**config.mk**
```make
export PLATFORM = sky130hd
export DESIGN_NAME = mmio_bridge
export DESIGN_NICKNAME = d
export VERILOG_FILES = /design/src/rtl/mmio_pkg.sv /design/src/rtl/mmio_decode.sv /design/src/rtl/mmio_bridge.sv
export SDC_FILE = /design/constraint.sdc
export NUM_CORES = 1
export LEC_CHECK = 0
export CAP_MARGIN = 20
export CORE_AREA = 2 2 146 105
export CTS_CLUSTER_DIAMETER = 40
export DETAILED_ROUTE_END_ITERATION = 6
export DIE_AREA = 0 0 148 107
export PLACE_DENSITY = 0.76
export REMOVE_ABC_BUFFERS = 1
export SYNTH_ARGS = -nofsm -noshare
export SYNTH_HDL_FRONTEND = slang
export SYNTH_SLANG_ARGS = --single-unit
```
**constraint.sdc**
```tcl
create_clock -name clk -period 1.7 [get_ports clk]
set_input_delay 0.34 -clock clk [delete_from_list [all_inputs] [get_ports clk]]
set_output_delay 0.34 -clock clk [all_outputs]
set_load 0.01 [all_outputs]
```
**src/rtl/mmio_pkg.sv**
```systemverilog
// Shared definitions for the MMIO bridge: FSM encoding, default slot map
// and a small sizing helper.
package mmio_pkg;

    typedef enum logic [1:0] {
        ST_IDLE   = 2'd0,
        ST_ACCESS = 2'd1,
        ST_RESP   = 2'd2
    } state_t;

    // Default peripheral slots: two timer blocks and the interrupt generator.
    localparam logic [31:0] TC0_BASE = 32'h0000_7f00;
    localparam logic [31:0] TC1_BASE = 32'h0000_7f10;
    localparam logic [31:0] INT_BASE = 32'h0000_7f20;
    localparam logic [31:0] TC_MASK  = 32'hffff_fff0;
    localparam logic [31:0] INT_MASK = 32'hffff_fffc;

    localparam logic [3*32-1:0] DEFAULT_SLV_BASE  = {INT_BASE, TC1_BASE, TC0_BASE};
    localparam logic [3*32-1:0] DEFAULT_SLV_MASK  = {INT_MASK, TC_MASK, TC_MASK};
    localparam logic [2:0]      DEFAULT_WORD_ONLY = 3'b011;

    // Width of a slot index; a single slot still needs a one-bit index.
    function automatic int idx_width(input int n);
        return (n > 1) ? $clog2(n) : 1;
    endfunction

endpackage

```
**src/rtl/mmio_decode.sv**
```systemverilog
// Combinational address decoder: base/mask match per slot, lowest index
// wins, and flags partial-width writes to word-only slots.
module mmio_decode import mmio_pkg::*; #(
    parameter int                   NUM_SLV   = 3,
    parameter int                   IDX_W     = 2,
    parameter logic [NUM_SLV*32-1:0] SLV_BASE = DEFAULT_SLV_BASE,
    parameter logic [NUM_SLV*32-1:0] SLV_MASK = DEFAULT_SLV_MASK,
    parameter logic [NUM_SLV-1:0]   WORD_ONLY = DEFAULT_WORD_ONLY
) (
    input  logic [31:0]      addr,
    input  logic [3:0]       byteen,
    output logic             hit,
    output logic [IDX_W-1:0] idx,
    output logic             word_only_violation
);

    // Scan from the highest slot down so the lowest matching index is the
    // last one written and therefore wins.
    always_comb begin
        // NOTE: every output gets a default before the loop; otherwise a
        // path with no hit would leave it unassigned and infer a latch.
        hit                 = 1'b0;
        idx                 = '0;
        word_only_violation = 1'b0;
        for (int i = NUM_SLV - 1; i >= 0; i--) begin
            if ((addr & SLV_MASK[i*32 +: 32]) == SLV_BASE[i*32 +: 32]) begin
                hit                 = 1'b1;
                idx                 = IDX_W'(i);
                word_only_violation = WORD_ONLY[i] && (byteen != 4'b0000)
                                      && (byteen != 4'b1111);
            end
        end
    end

endmodule

```
**src/rtl/mmio_bridge.sv**
```systemverilog
// Registered MMIO bridge: accepts one CPU access at a time, forwards it to
// the decoded peripheral slot with a ready handshake and a bounded wait,
// and returns exactly one response per accepted request.
module mmio_bridge import mmio_pkg::*; #(
    parameter int                    NUM_SLV   = 3,
    parameter logic [NUM_SLV*32-1:0] SLV_BASE  = DEFAULT_SLV_BASE,
    parameter logic [NUM_SLV*32-1:0] SLV_MASK  = DEFAULT_SLV_MASK,
    parameter logic [NUM_SLV-1:0]    WORD_ONLY = DEFAULT_WORD_ONLY,
    parameter int                    TIMEOUT   = 16
) (
    input  logic                  clk,
    input  logic                  reset_n,
    input  logic                  cpu_valid,
    output logic                  cpu_ready,
    input  logic [31:0]           cpu_addr,
    input  logic [31:0]           cpu_wdata,
    input  logic [3:0]            cpu_byteen,
    input  logic                  cpu_kill,
    output logic                  cpu_rvalid,
    output logic [31:0]           cpu_rdata,
    output logic                  cpu_err,
    output logic [NUM_SLV-1:0]    slv_sel,
    output logic [31:0]           slv_addr,
    output logic [31:0]           slv_wdata,
    output logic [3:0]            slv_byteen,
    input  logic [NUM_SLV*32-1:0] slv_rdata,
    input  logic [NUM_SLV-1:0]    slv_ready
);

    localparam int IDX_W = idx_width(NUM_SLV);
    localparam int CNT_W = $clog2(TIMEOUT + 1);

    state_t             r_state;
    state_t             w_next_state;
    logic [31:0]        r_addr;
    logic [31:0]        r_wdata;
    logic [3:0]         r_byteen;
    logic [IDX_W-1:0]   r_idx;
    logic [CNT_W-1:0]   r_cnt;
    logic [31:0]        r_rdata;
    logic               r_err;

    logic               w_dec_hit;
    logic [IDX_W-1:0]   w_dec_idx;
    logic               w_dec_wov;
    logic               w_accept;
    logic               w_dec_ok;
    logic               w_sel_ready;
    logic [31:0]        w_sel_rdata;
    logic               w_timeout;

    mmio_decode #(
        .NUM_SLV   (NUM_SLV),
        .IDX_W     (IDX_W),
        .SLV_BASE  (SLV_BASE),
        .SLV_MASK  (SLV_MASK),
        .WORD_ONLY (WORD_ONLY)
    ) u_decode (
        .addr                (cpu_addr),
        .byteen              (cpu_byteen),
        .hit                 (w_dec_hit),
        .idx                 (w_dec_idx),
        .word_only_violation (w_dec_wov)
    );

    assign w_accept  = (r_state == ST_IDLE) && cpu_valid && !cpu_kill;
    assign w_dec_ok  = w_dec_hit && !w_dec_wov;
    assign w_timeout = (r_cnt == CNT_W'(TIMEOUT - 1));

    // Pick the ready/rdata of the latched slot; other slots are ignored.
    always_comb begin
        w_sel_ready = 1'b0;
        w_sel_rdata = '0;
        for (int i = 0; i < NUM_SLV; i++) begin
            if (r_idx == IDX_W'(i)) begin
                w_sel_ready = slv_ready[i];
                w_sel_rdata = slv_rdata[i*32 +: 32];
            end
        end
    end

    // State register; reset returns to IDLE, which drops slv_sel at once.
    always_ff @(posedge clk or negedge reset_n) begin
        if (!reset_n) begin
            r_state <= ST_IDLE;
        end else begin
            // NOTE: clocked state uses non-blocking assignment so every
            // register sees pre-edge values regardless of statement order.
            r_state <= w_next_state;
        end
    end

    // Next-state decode and handshake outputs.
    always_comb begin
        w_next_state = r_state;
        cpu_ready    = 1'b0;
        cpu_rvalid   = 1'b0;
        slv_sel      = '0;
        case (r_state)
            ST_IDLE: begin
                cpu_ready = 1'b1;
                if (w_accept) begin
                    w_next_state = w_dec_ok ? ST_ACCESS : ST_RESP;
                end
            end
            ST_ACCESS: begin
                for (int i = 0; i < NUM_SLV; i++) begin
                    slv_sel[i] = (r_idx == IDX_W'(i));
                end
                if (w_sel_ready || w_timeout) begin
                    w_next_state = ST_RESP;
                end
            end
            ST_RESP: begin
                cpu_rvalid   = 1'b1;
                w_next_state = ST_IDLE;
            end
            default: w_next_state = ST_IDLE;
        endcase
    end

    // Request latch, wait counter and response registers.
    always_ff @(posedge clk or negedge reset_n) begin
        if (!reset_n) begin
            r_addr   <= '0;
            r_wdata  <= '0;
            r_byteen <= '0;
            r_idx    <= '0;
            r_cnt    <= '0;
            r_rdata  <= '0;
            r_err    <= 1'b0;
        end else begin
            case (r_state)
                ST_IDLE: begin
                    if (w_accept) begin
                        r_addr   <= cpu_addr;
                        r_wdata  <= cpu_wdata;
                        r_byteen <= cpu_byteen;
                        r_idx    <= w_dec_idx;
                        r_cnt    <= '0;
                        if (!w_dec_ok) begin
                            r_rdata <= '0;
                            r_err   <= 1'b1;
                        end
                    end
                end
                ST_ACCESS: begin
                    if (w_sel_ready) begin
                        r_rdata <= (r_byteen == 4'b0000) ? w_sel_rdata : 32'h0;
                        r_err   <= 1'b0;
                    end else begin
                        r_cnt <= r_cnt + 1'b1;
                        if (w_timeout) begin
                            r_rdata <= '0;
                            r_err   <= 1'b1;
                        end
                    end
                end
                default: ;
            endcase
        end
    end

    assign slv_addr   = r_addr;
    assign slv_wdata  = r_wdata;
    assign slv_byteen = r_byteen;
    assign cpu_rdata  = r_rdata;
    assign cpu_err    = r_err;

endmodule

```
==> results of run 1 <==
[cell usage after synthesis (2+ instances only)]
cell type and number:
nand2_1 236, dfrtp_1 110, o21ai_0 40, mux2i_1 33
a22o_1 32, clkbuf_1 26, nand3_1 7, inv_1 5
buf_2 4, buf_6 4, nor3_1 4, nor4_1 4
or3_1 4, a21oi_1 3, nand2b_1 3, nor2_1 3
nor2b_1 3, and4b_1 2, ha_1 2
[layout by cell type (no fill, tap or decap), types with 2 or more instances in the layout]
cell | synthesis | layout
clkdlybuf4s50_1 | 0 | 262
nand2_1 | 236 | 236
dfrtp_1 | 110 | 106
o21ai_0 | 40 | 40
mux2i_1 | 33 | 32
a22o_1 | 32 | 32
buf_4 | 1 | 30
clkbuf_16 | 0 | 9
nand3_1 | 7 | 7
buf_12 | 0 | 6
inv_1 | 5 | 5
dlymetal6s2s_1 | 0 | 5
buf_6 | 4 | 5
dlygate4sd2_1 | 0 | 4
dfrtp_2 | 0 | 4
a21oi_1 | 3 | 3
nor3_2 | 1 | 2
nor2b_2 | 0 | 2
and4b_1 | 2 | 2
nor4_1 | 4 | 2
nor4_2 | 0 | 2
or2_4 | 0 | 2
nor3_4 | 0 | 2
or3_1 | 4 | 2
inv_8 | 0 | 2
clkdlybuf4s15_2 | 0 | 2
[registers in the layout, summed over array words and instances (netlist names)]
name	flops
slv_wdata	32
r_state	2
slv_byteen	4
slv_addr	32
cpu_err	1
r_cnt	5
r_idx	2
cpu_rdata	32
[per-layer routing]
metal	vias to the layer above	share of wire, %	wire length (um)
li1	2381	-	-
met1	2219	45	6940
met2	176	46	7070
met3	23	7.2	1120
met4	0	2.2	335
met5	-	0	0
[cell families after synthesis]
kind of cell / Yosys count
adder cells (fa/ha/maj): 2
AO/OA/AOI/OAI: 80
multiplexers: 34
flip-flops: 110
buffers and inverters: 40
AND/OR/NAND/NOR: 274
[worst min path at each step]
stage                                 to  slack [ns]
4_1_cts        slv_byteen[1]$_DFFE_PN0P_        0.40
2_1_floorplan        cpu_err$_DFFE_PN0P_        0.04
3_3_place_gp     slv_addr[0]$_DFFE_PN0P_        0.28
5_1_grt          slv_addr[7]$_DFFE_PN0P_        0.26
6_report         slv_addr[7]$_DFFE_PN0P_        0.25
3_5_place_dp     slv_addr[1]$_DFFE_PN0P_        0.28
[worst reg2reg max path, delay by kind of cell, from the launching register on]
kind	cells	cell delay, ns
fa+ha+maj	2	0.30
simple gates	3	0.67
compound gates	2	0.31
flops	1	0.36
buf+inv	1	0.17
[per-stage QoR]
step	hold slack [ns]	std cells
floorplan	0.0444	505
global placement	0.280	1011
detailed placement	0.276	1011
CTS	0.399	1030
global route	0.260	1032
finish	0.252	1032
[timing repair]
action,CTS,global route
pin swaps,4,3
endpoints found under the hold margin,24,0
hold buffers,1,0
resized for setup,40,18
setup buffers,2,2
setup endpoints to repair,63,61
gates cloned,0,0
[power groups by stage]
stage	registers [mW]	logic (mW)	clock network (mW)
finish	3.01	1.62	2.05
global route	3.04	1.76	2.24
CTS	3.02	1.63	2.12
detailed placement	3.06	1.61	0
global placement	3.05	1.59	0
floorplan	3.18	0.313	0
[final cells by class]
class	instances	share of cell area [%]
Multi-Input combinational cell	390	25.1
Tap cell	195	2.83
Inverter	5	0.217
Sequential cell	110	31.9
Timing Repair Buffer	316	36.6
Clock inverter	6	0.609
Clock buffer	10	2.77
==> flow_summary.yaml, run 1 <==
timing:
  tightest_slew_ns: 0.358
  fin_crit_sh_pct: 114
  setup_violations: 35
  fin_crit_ns: 1.94
  finalHoldViolCount: 0
  slew_violations: 0
  setup_slack_ns: -0.240
  fmax_ghz: 0.515
  tns_ns: -7.17
  grt_setup_unrepaired: "yes"
  max_slew_margin_pct: 76.1
  finalClockSkew_ns: 0.00626
detailed_routing:
  final_antenna_net_count: 0
  drcViolationCount: 0
  avgRoutedWirePerCell_um: 15.0
  firstDrtPassIters: 4
  vias: 4799
  drt_iter0_drc: 185
  wl_mm: 15.5
  vias_per_cell: 4.65
floorplan:
  rows: 37
  die_h_um: 107
  die_w_um: 148
  io_pins: 277
  initial_core_util_pct: 34.4
  die_area_sq_mm: 0.0158
  core_area_sq_mm: 0.0144
clock_tree:
  path_clk_slew_ns: 0.07
  root_buffer: "clkbuf_16"
  worstSkewPairLatency_ns: 0.34
  cts_htree_levels: 3
  clockBufferDepth: 2
  numCtsBuffers: 9
  cts_tree: "built"
  clkSinkCount: 110
power:
  power_frac_clock_pct: 30.7
  p_leak_nw: 3.84
  p_comb_share_pct: 24.2
  total_power_mw: 6.68
  p_per_area_mw_per_mm2: 774
  p_int_mw: 4.90
  p_sw_share_pct: 26.6
  vdd_drop_max_v: 0.000498
  pwr-share-seq_pct: 45.1
  p_sw_mw: 1.78
min_path:
  min_path_type: "input pin to flop"
  min-delay-start: "cpu_addr[7]"
  hold-path-cell-count: 3
synth:
  yosysTopAreaCell: "dfrtp_1"
  syn-cell-area_sq_mm: 0.00496
  synth_edf_count: 0
  synth_top_family_by_area: "simple AND/OR/NAND/NOR gates"
  synthTopCellsByArea: "dfrtp_1 (55%), nand2_1 (18%), mux2i_1 (6.7%)"
  synth_top_area_share_pct: 55.4
  ys.flop_type: "dfrtp_1"
  synthCells: 540
  yosysWarnings: 0
  ys_types: 34
  synthMuxAreaShare_pct: 6.88
  yosysSeqAreaShare_pct: 55.4
  ys_ff_latch: 110
  synth-xor-area-share_pct: 0
  avgSynthCellArea_sq_um: 9.19
  synth-simple-area-share_pct: 22.5
  async_reset_ff_share_pct: 100
  synth_fa_ha_area_share_pct: 0.504
  synth_compound_area_share_pct: 10.8
layout:
  fill_cells: 1270
  stdcell_area_sq_mm: 0.00863
  area_growth_pct: 73.9
  diodes: 0
  multiInputGateArea_sq_mm: 0.00216
  fin_nets: 1005
  seqCellArea_sq_mm: 0.00276
  utilization_pct: 59.8
  drive_above_1_share_pct: 10.6
worst_setup_path:
  critPathLaunchType: "input pin"
  cp_num_cells: 8
  crit_chain: "clkdlybuf4s50_1 -> nor3_4 -> buf_4 -> o221ai_4 -> nor3_2 -> or3_4 -> buf_12 -> a22o_1"
  cp-startpoint: "cpu_addr[4]"
  crit_type: "input pin to flop"
  cp.buffers_inverters: 3
  max_stage_delay_ns: 0.52
  crit_arrival_ns: 2.17
  r2r-end: "cpu_rdata[10]$_DFFE_PN0P_"
  required_ns: 1.93
  r2r_slack_ns: -0.23
  r2r_cells: 8
  worstSetupEndpointType: "flop"
  crit_family: "buffers and inverters"
  critPathMaxFanout: 21
  crit_end: "cpu_rdata[10]$_DFFE_PN0P_"
  slowest_stage: "clkdlybuf4s50_1"
  r2r-start: "r_cnt[0]$_DFFE_PN0P_"
global_routing:
  global_route.usage.total_pct: 19.5
  antenna_found_initial: 0
  grt_overflow: 0
  top_usage_layer: "met2"
  grt_pass1_wl_mm: 24.6
  grt_max_degree: 52
  met1_usage_pct: 25.5
  first_global_vias: 4798
  grt_use_met3_pct: 5.79
  use_met2_pct: 31.5
placement:
  preCtsSetupSlack_ns: -0.813
  dpl_cell_area_sq_mm: 0.00814
  gp_congestion: 0.786
  dp_hpwl_mm: 11.8
  place.port_buffers: 276
status:
  status: "finished with violations"
  failed_checks: "negative setup slack"
job:
  maxCapViolCount: 0
Power figures use the tool's default switching activity.
==> inputs of run 2 (changes only) <==
CORE_AREA = 2 2 147 106   (was 2 2 146 105)
DIE_AREA = 0 0 149 108   (was 0 0 148 107)
PLACE_DENSITY = 0.86   (was 0.76)
SYNTH_HIERARCHICAL = 1   (was unset)
==> flow_summary.yaml, run 2 <==
layout:
  fin_nets: 1021
  area_growth_pct: 73.6
  stdcell_area_sq_mm: 0.00879
  drive_above_1_share_pct: 14.2
  diodes: 0
  layout_common_cells: "nand2_1 (240), clkdlybuf4s50_1 (240), dfrtp_1 (109)"
  utilization_pct: 60.5
floorplan:
  die_h_um: 108
  die_w_um: 149
  io_pins: 277
  rows: 37
  core_area_sq_mm: 0.0145
  initial_core_util_pct: 34.8
  die_area_sq_mm: 0.0161
timing:
  fmax_ghz: 0.537
  tns_ns: -4.21
  finalHoldViolCount: 0
  tightest_slew_ns: 0.331
  fin_crit_sh_pct: 110
  fin_crit_ns: 1.86
  setup_slack_ns: -0.164
  setup_violations: 35
  max_slew_margin_pct: 77.7
  finalClockSkew_ns: 0.00560
  slew_violations: 0
  grt_setup_unrepaired: "yes"
synth:
  synthTopCellsByArea: "dfrtp_1 (54%), nand2_1 (18%), mux2i_1 (6.3%)"
  synth_top_family_by_area: "simple AND/OR/NAND/NOR gates"
  ys.flop_type: "dfrtp_1"
  yosysTopAreaCell: "dfrtp_1"
  synth_most_common_cell: "nand2_1"
  yosysWarnings: 6
  async_reset_ff_share_pct: 100
  ys_ff_latch: 110
  syn-cell-area_sq_mm: 0.00506
  avgSynthCellArea_sq_um: 9.29
  synth-xor-area-share_pct: 0
  yosysSeqAreaShare_pct: 54.4
  ys_types: 43
  synthMuxAreaShare_pct: 6.62
  synth-simple-area-share_pct: 23.3
  synth_compound_area_share_pct: 11.8
  synth_top_area_share_pct: 54.4
  synth_edf_count: 0
  synth_fa_ha_area_share_pct: 0.494
  synthCells: 545
  ys_top_cells_by_count: "nand2_1 (244), dfrtp_1 (110), a22o_1 (33), mux2i_1 (32), clkbuf_1 (24)"
placement:
  place.port_buffers: 276
  dpl_cell_area_sq_mm: 0.00830
  gp_congestion: 0.793
  dp_hpwl_mm: 11.9
worst_setup_path:
  crit_family: "compound AO/OA/AOI/OAI gates"
  crit_arrival_ns: 2.14
  required_ns: 1.97
  crit_chain: "mux2_4 -> a211o_4 -> o221ai_4 -> buf_6 -> buf_12 -> a22o_1"
  r2r_slack_ns: -0.16
  crit_type: "flop to flop"
  critPathLaunchType: "flop"
  slowest_stage: "dfrtp_2"
  r2r-start: "r_idx[0]$_DFFE_PN0P_"
  r2r_cells: 6
  cp.buffers_inverters: 2
  worstSetupEndpointType: "flop"
  max_stage_delay_ns: 0.44
  cp_num_cells: 6
  critPathMaxFanout: 8
  r2r-end: "cpu_rdata[30]$_DFFE_PN0P_"
  cp-startpoint: "r_idx[0]$_DFFE_PN0P_"
min_path:
  min_to: "slv_addr[24]$_DFFE_PN0P_"
  hold-path-cell-count: 3
  min_path_type: "input pin to flop"
  min-delay-start: "cpu_addr[24]"
detailed_routing:
  final_antenna_net_count: 0
  firstDrtPassIters: 4
  drt_iter0_drc: 229
  drcViolationCount: 0
  avgRoutedWirePerCell_um: 15.5
  wl_mm: 16.3
  vias: 4957
  vias_per_cell: 4.73
clock_tree:
  cts_htree_levels: 3
  path_clk_slew_ns: 0.07
  cts_tree: "built"
  clockBufferDepth: 2
  worstSkewPairLatency_ns: 0.34
  numCtsBuffers: 9
  clkSinkCount: 110
  root_buffer: "clkbuf_16"
global_routing:
  global_route.usage.total_pct: 20.2
  grt_max_degree: 67
  grt_overflow: 0
  grt_pass1_wl_mm: 25.8
  first_global_vias: 5034
  antenna_found_initial: 0
power:
  p_leak_nw: 3.93
  vdd_drop_max_v: 0.000519
  p_per_area_mw_per_mm2: 751
status:
  status: "finished with violations"
  failed_checks: "negative setup slack"
job:
  maxCapViolCount: 0
run 2: cell count changes in the layout (fill, tap and decap cells not counted), sizes merged, moves of 3 or more:
cell           before  now
clkdlybuf4s50     262  240
buf                42   55
clkbuf             10   21
dlygate4sd2         4   13
nand2             236  244
dlymetal6s2s        5    0
nand3               7    2
o21ai              40   36
or3                 4    0
clkdlybuf4s15       2    5
run 2: worst max-delay path by stage:
stage	end	slack, ns
after global routing	cpu_rdata[2]$_DFFE_PN0P_	-0.22
after detailed placement	cpu_rdata[17]$_DFFE_PN0P_	-0.81
after global placement	cpu_rdata[22]$_DFFE_PN0P_	-0.82
final	cpu_rdata[30]$_DFFE_PN0P_	-0.16
after floorplan	cpu_rdata[30]$_DFFE_PN0P_	-1.46
after CTS	cpu_rdata[16]$_DFFE_PN0P_	-0.25
run 2: tightest hold or removal path: cells and delay by family:
| kind | cells | cell delay [ns] |
|---|---|---|
| simple gates | 2 | 0.10 |
| buf+inv | 1 | 0.11 |
run 2: through the flow:
step           hold WS (ns)  power (mW)  std cells  setup WS, ns
6_report              0.241        6.60       1047        -0.164
5_1_grt               0.234        6.96       1047        -0.216
4_1_cts               0.255        6.71       1049        -0.250
3_5_place_dp          0.365        4.64       1020        -0.813
3_3_place_gp          0.360        4.60       1020        -0.818
2_1_floorplan        0.0444        3.48        512         -1.46
run 2: cell type report:
class | instances | area (sq um)
fillers | 1233 | 5750
repair buffers | 325 | 3180
flip-flops and latches | 110 | 2750
multi-input cells | 397 | 2310
well taps | 195 | 244
clock buffers | 10 | 239
clock inverters | 5 | 45.0
inverters | 5 | 18.8
run 2: report_power, final:
group	switching, mW	total [mW]	internal [mW]
combinational	0.658	1.60	0.941
clock	0.957	2.00	1.05
sequential	0.138	3.00	2.87
total	1.75	6.60	4.85
run 2: kinds of logic (layout without fill, tap and decap cells):
group	count (synthesis)	in the layout
AND/OR/NAND/NOR	280	280
flip-flops	110	110
AO/OA/AOI/OAI	82	82
buffers and inverters	38	345
multiplexers	33	33
adder cells (fa/ha/maj)	2	2
run 2: repair_timing:
item | in CTS | in global routing
endpoints found under the setup margin | 40 | 43
gates resized for setup | 81 | 47
gates cloned | 3 | 0
hold endpoints to repair | 8 | 0
pin swaps | 41 | 18
hold buffers | 1 | 0
buffers inserted | 10 | 3
run 2: metal layers:
layer  GRT usage, %  wire [um]  up-vias  share of wire (%)
met5              0          0        -                  0
met4           5.10        256        0                1.6
met3           6.12       1230       23                7.5
met2           32.5       7590      181                 47
met1           26.9       7180     2332                 44
li1               -          -     2421                  -
